--- config.mk ---
export PLATFORM = sky130hd
export DESIGN_NAME = pulse_stretch
export DESIGN_NICKNAME = d
export VERILOG_FILES = /design/src/rtl/pulse_stretch_pkg.sv /design/src/rtl/load_down_counter.sv /design/src/rtl/pulse_stretch.sv
export SDC_FILE = /design/constraint.sdc
export NUM_CORES = 1
export LEC_CHECK = 0
export ABC_AREA = 1
export ABC_CLOCK_PERIOD_IN_PS = 2400
export CELL_PAD_IN_SITES_DETAIL_PLACEMENT = 1
export CELL_PAD_IN_SITES_GLOBAL_PLACEMENT = 2
export CORE_AREA = 4 4 78 80
export DETAILED_ROUTE_END_ITERATION = 6
export DIE_AREA = 0 0 82 84
export HOLD_SLACK_MARGIN = 0.03
export PLACE_DENSITY_LB_ADDON = 0.1
export SLEW_MARGIN = 40
export SYNTH_ARGS = -nofsm -noshare
export SYNTH_HDL_FRONTEND = slang
export SYNTH_SLANG_ARGS = --single-unit
--- constraint.sdc ---
create_clock -name clk -period 2.4 [get_ports clk]
set_input_delay 0.36 -clock clk [delete_from_list [all_inputs] [get_ports clk]]
set_output_delay 0.36 -clock clk [all_outputs]
set_load 0.03 [all_outputs]
--- src/rtl/pulse_stretch_pkg.sv ---
// Shared definitions for the pulse stretcher: FSM state encoding and default sizing.
package pulse_stretch_pkg;

    typedef enum logic [1:0] {
        ST_IDLE = 2'b00,
        ST_HOLD = 2'b01,
        ST_GAP  = 2'b10
    } state_e;

    localparam int DEFAULT_CW  = 8;
    localparam int DEFAULT_GAP = 2;

endpackage

--- src/rtl/load_down_counter.sv ---
// Loadable down-counter with a zero flag; saturates at zero instead of wrapping.
module load_down_counter
    import pulse_stretch_pkg::*;
#(
    parameter int CW = DEFAULT_CW
) (
    input  logic          clk,
    input  logic          rst,
    input  logic          load,
    input  logic [CW-1:0] load_val,
    input  logic          dec,
    output logic          zero
);

    logic [CW-1:0] cnt_q;
    logic [CW-1:0] cnt_d;

    always_comb begin
        cnt_d = cnt_q;
        if (load) begin
            cnt_d = load_val;
        end else if (dec && (cnt_q != '0)) begin
            cnt_d = cnt_q - CW'(1);
        end
    end

    always_ff @(posedge clk or posedge rst) begin
        if (rst) begin
            cnt_q <= '0;
        end else begin
            cnt_q <= cnt_d;
        end
    end

    assign zero = (cnt_q == '0);

endmodule

--- src/rtl/pulse_stretch.sv ---
// Stretches a one-cycle shot into a level of programmable length, followed by a
// forced-low guard gap; supports retrigger during the hold.
module pulse_stretch
    import pulse_stretch_pkg::*;
#(
    parameter int CW  = DEFAULT_CW,
    parameter int GAP = DEFAULT_GAP
) (
    input  logic          clk,
    input  logic          rst,
    input  logic          shot,
    input  logic [CW-1:0] len,
    input  logic          retrig,
    output logic          level,
    output logic          busy,
    output logic          done,
    output logic          missed
);

    localparam logic [CW-1:0] GAP_LOAD = (GAP > 0) ? CW'(GAP - 1) : '0;

    state_e        state_q, state_d;
    logic          level_q, level_d;
    logic          busy_q, busy_d;
    logic          done_q, done_d;
    logic          missed_q, missed_d;
    logic          cnt_load;
    logic [CW-1:0] cnt_val;
    logic          cnt_dec;
    logic          cnt_zero;
    logic [CW-1:0] len_load;

    // len==0 behaves as len==1, so both load a count of zero.
    assign len_load = (len == '0) ? '0 : (len - CW'(1));

    load_down_counter #(.CW(CW)) u_cnt (
        .clk      (clk),
        .rst      (rst),
        .load     (cnt_load),
        .load_val (cnt_val),
        .dec      (cnt_dec),
        .zero     (cnt_zero)
    );

    always_comb begin
        state_d  = state_q;
        cnt_load = 1'b0;
        cnt_val  = len_load;
        cnt_dec  = 1'b0;
        done_d   = 1'b0;
        missed_d = 1'b0;
        case (state_q)
            ST_IDLE: begin
                if (shot) begin
                    state_d  = ST_HOLD;
                    cnt_load = 1'b1;
                end
            end
            ST_HOLD: begin
                // A retrigger takes priority over expiry on the final hold cycle.
                if (shot && retrig) begin
                    cnt_load = 1'b1;
                end else begin
                    missed_d = shot;
                    if (cnt_zero) begin
                        done_d = 1'b1;
                        if (GAP > 0) begin
                            state_d  = ST_GAP;
                            cnt_load = 1'b1;
                            cnt_val  = GAP_LOAD;
                        end else begin
                            state_d = ST_IDLE;
                        end
                    end else begin
                        cnt_dec = 1'b1;
                    end
                end
            end
            ST_GAP: begin
                missed_d = shot;
                if (cnt_zero) begin
                    state_d = ST_IDLE;
                end else begin
                    cnt_dec = 1'b1;
                end
            end
            default: begin
                state_d  = ST_IDLE;
                cnt_load = 1'b1;
                cnt_val  = '0;
            end
        endcase
        level_d = (state_d == ST_HOLD);
        busy_d  = (state_d != ST_IDLE);
    end

    always_ff @(posedge clk or posedge rst) begin
        if (rst) begin
            state_q  <= ST_IDLE;
            level_q  <= 1'b0;
            busy_q   <= 1'b0;
            done_q   <= 1'b0;
            missed_q <= 1'b0;
        end else begin
            state_q  <= state_d;
            level_q  <= level_d;
            busy_q   <= busy_d;
            done_q   <= done_d;
            missed_q <= missed_d;
        end
    end

    assign level  = level_q;
    assign busy   = busy_q;
    assign done   = done_q;
    assign missed = missed_q;

endmodule

==> reports/qor.yml <==
fmax_mhz: 546.4
root_buffer: "clkbuf_8"
synthSimpleGateAreaFrac_pct: 43.83
timing.setup.tns_ns: 0
critPathLaunchType: "register"
cts_resized: 0
async_flop_share_pct: 100.0
route.detailed.drc: 0
coreArea_sq_um: 5405
cp-end-kind: "register"
ctsHtreeMaxLevel: 1
cp.required_ns: 2.54
final-setup-viol-count: 0
syn_nets: 184
fin_nets: 203
fin_crit_sh_pct: 76.26
post_synth_most_frequent_cells: "nand2_1, nor2_1, inv_1"
cpLargestDelayFamily: "simple AND/OR/NAND/NOR gates"
synth_seq_area_share_pct: 29.02
synth.ff_latch_count: 14
worst-path-buf-inv: 3
slew_headroom_pct: 61.60
synth_top_family_by_area: "simple AND/OR/NAND/NOR gates"
clock_skew_ns: 0.003120
synthFlopType: "dfrtp_1"
initial_core_util_pct: 22.34
synth_area_sq_um: 1207
vias: 1080
row_count: 27
synth_mux_area_share_pct: 0
gp_congestion: 0.7486
drt-initial-drc-count: 28
avgSynthCellArea_sq_um: 7.318
die-area_sq_um: 6888
avgViaCountPerCell: 4.235
portBuffers: 15
yosysMostFrequentCell: "nand2_1"
ys_types: 26
finalHoldViolations: 0
postCtsSetupBuffers: 0
worstPathArrival_ns: 1.97
hp-class: "in -> async"
grt_pass1_vias: 1213
synth_top_area_share_pct: 29.02
antenna_found_initial: 0
hold_slack_ns: 0.4719
tritoncts: "built"
synthCells: 165
diodes: 0
crit_chain: "inv_1, ha_1, nand2_2, nor2_4, nand2_4, nand2_2, nand2_2, nand2_4, inv_4, nand2_4, clkinv_4, nand2_1, nand2_1"
critPathKind: "reg -> reg"
worst_pin_slew_ns: 0.5753
wl_per_cell_microns: 12.78
post-synth-top-area-cell: "dfrtp_1"
routed_wl_mm: 3.258
final_core_util_pct: 27.59
fp.dieH_microns: 84
clk_pin_slew_worst_paths_ns: 0.07
place_area_sq_um: 1436
syn2layout_area_growth_pct: 23.52
grt_pass1_wl_mm: 5.595
final_cell_area_sq_um: 1491
rsz0062_at_grt: "false"
cts_num_sinks: 14
synth_compound_area_share_pct: 4.974
drive_gt1_share_pct: 16.94
synth_xor_area_share_pct: 6.528
synth_edf_count: 0
leakagePower_nw: 0.7440
clockBufferDepth: 2
cp_slowest_cell: "dfrtp_1"
cpPeakStageDelay_ns: 0.36
ctsHoldBuffers: 0
finalMaxSlewViolations: 0
netlist_top_cells_area: "dfrtp_1, nand2_1, ha_1"
worstSkewPairLatency_ns: 0.24
grt.overflow.total: 0
totalPowerFinal_mw: 1.668
ant_nets: 0
cts_made_buffers: 3
dp_hpwl_mm: 2.713
yosys_warnings: 0
max_cap_violations: 0
die_x_microns: 82
min_period_ns: 1.830
powerDensity_nw_per_um2: 1118
drt_first_pass_iters: 4
vdd_drop_max_v: 0.0004424
crit_fanout: 11
grt_max_degree: 15
top_level_ports: 16
status: "finished clean"
synth_fa_ha_area_share_pct: 7.254
grt_use_total_pct: 10.42
## metrics by stage
stage               worst slack (ns)  instances
floorplan                     0.8912        165
global placement              0.4596        251
detailed placement            0.4815        251
CTS                           0.5452        255
global route                  0.3775        255
finish                        0.5698        255
## power breakdown
part	internal, mW	switching (mW)
Sequential	0.337	0.0826
Combinational	0.363	0.649
Clock	0.145	0.0897
Total	0.846	0.822
## final timing paths
path,startpoint,endpoint,slack (ns),cells after the start
max,u_cnt.cnt_q[0],u_cnt.cnt_q[7],0.57,13
min,rst,u_cnt.cnt_q[2],0.47,2
max reg2reg,u_cnt.cnt_q[0],u_cnt.cnt_q[7],0.57,13
min reg2reg,u_cnt.cnt_q[7],u_cnt.cnt_q[7],0.50,2
max in group asynchronous,rst,state_q[0],1.55,2
min in group clk,u_cnt.cnt_q[7],u_cnt.cnt_q[7],0.50,2
## state kept, by name, summed over array words and instances (netlist names)
name and count:
u_cnt.cnt_q 8, state_q 2, busy 1, done 1, level 1, missed 1
## final cells by class
cell class | count | area [sq um]
clock buffers | 4 | 55.05
well taps | 72 | 90.09
repair buffers | 15 | 150.1
flip-flops and latches | 14 | 350.3
fillers | 688 | 3914
inverters | 22 | 90.09
multi-input cells | 128 | 755.7
## metal layers
metal	GRT usage (%)	vias to the layer above	part of all wire, %	wire length [microns]
met5	0	-	0	0
met4	3.172	0	1.2	38
met3	1.512	4	2.7	88
met2	17.56	13	49	1587
met1	13.40	509	47	1544
li1	-	554	-	-
## placed cells by master, fill, tap and decap left out, types with 4 or more instances in the layout
master / count
nand4_1: 4
clkdlybuf4s50_1: 15
nand3_1: 16
nor2_1: 22
nand2_1: 39
xor2_1: 9
nand2_2: 8
dfrtp_1: 14
clkbuf_8: 4
ha_1: 7
inv_1: 17
## kinds of logic after synthesis
kind of cell / Yosys count
buffers and inverters: 23
DFF: 14
adders and majority gates: 7
xor gates and xnor gates: 9
AOI/OAI and AO/OA: 9
and+or+nand+nor: 103
## worst reg2reg max path: cells and delay by family (launching register included)
kind | cells | cell delay, ns
fa+ha+maj | 1 | 0.25
buf+inv | 3 | 0.30
flops | 1 | 0.36
simple gates | 9 | 0.81
Note: power is estimated with default switching activity, not from simulation.
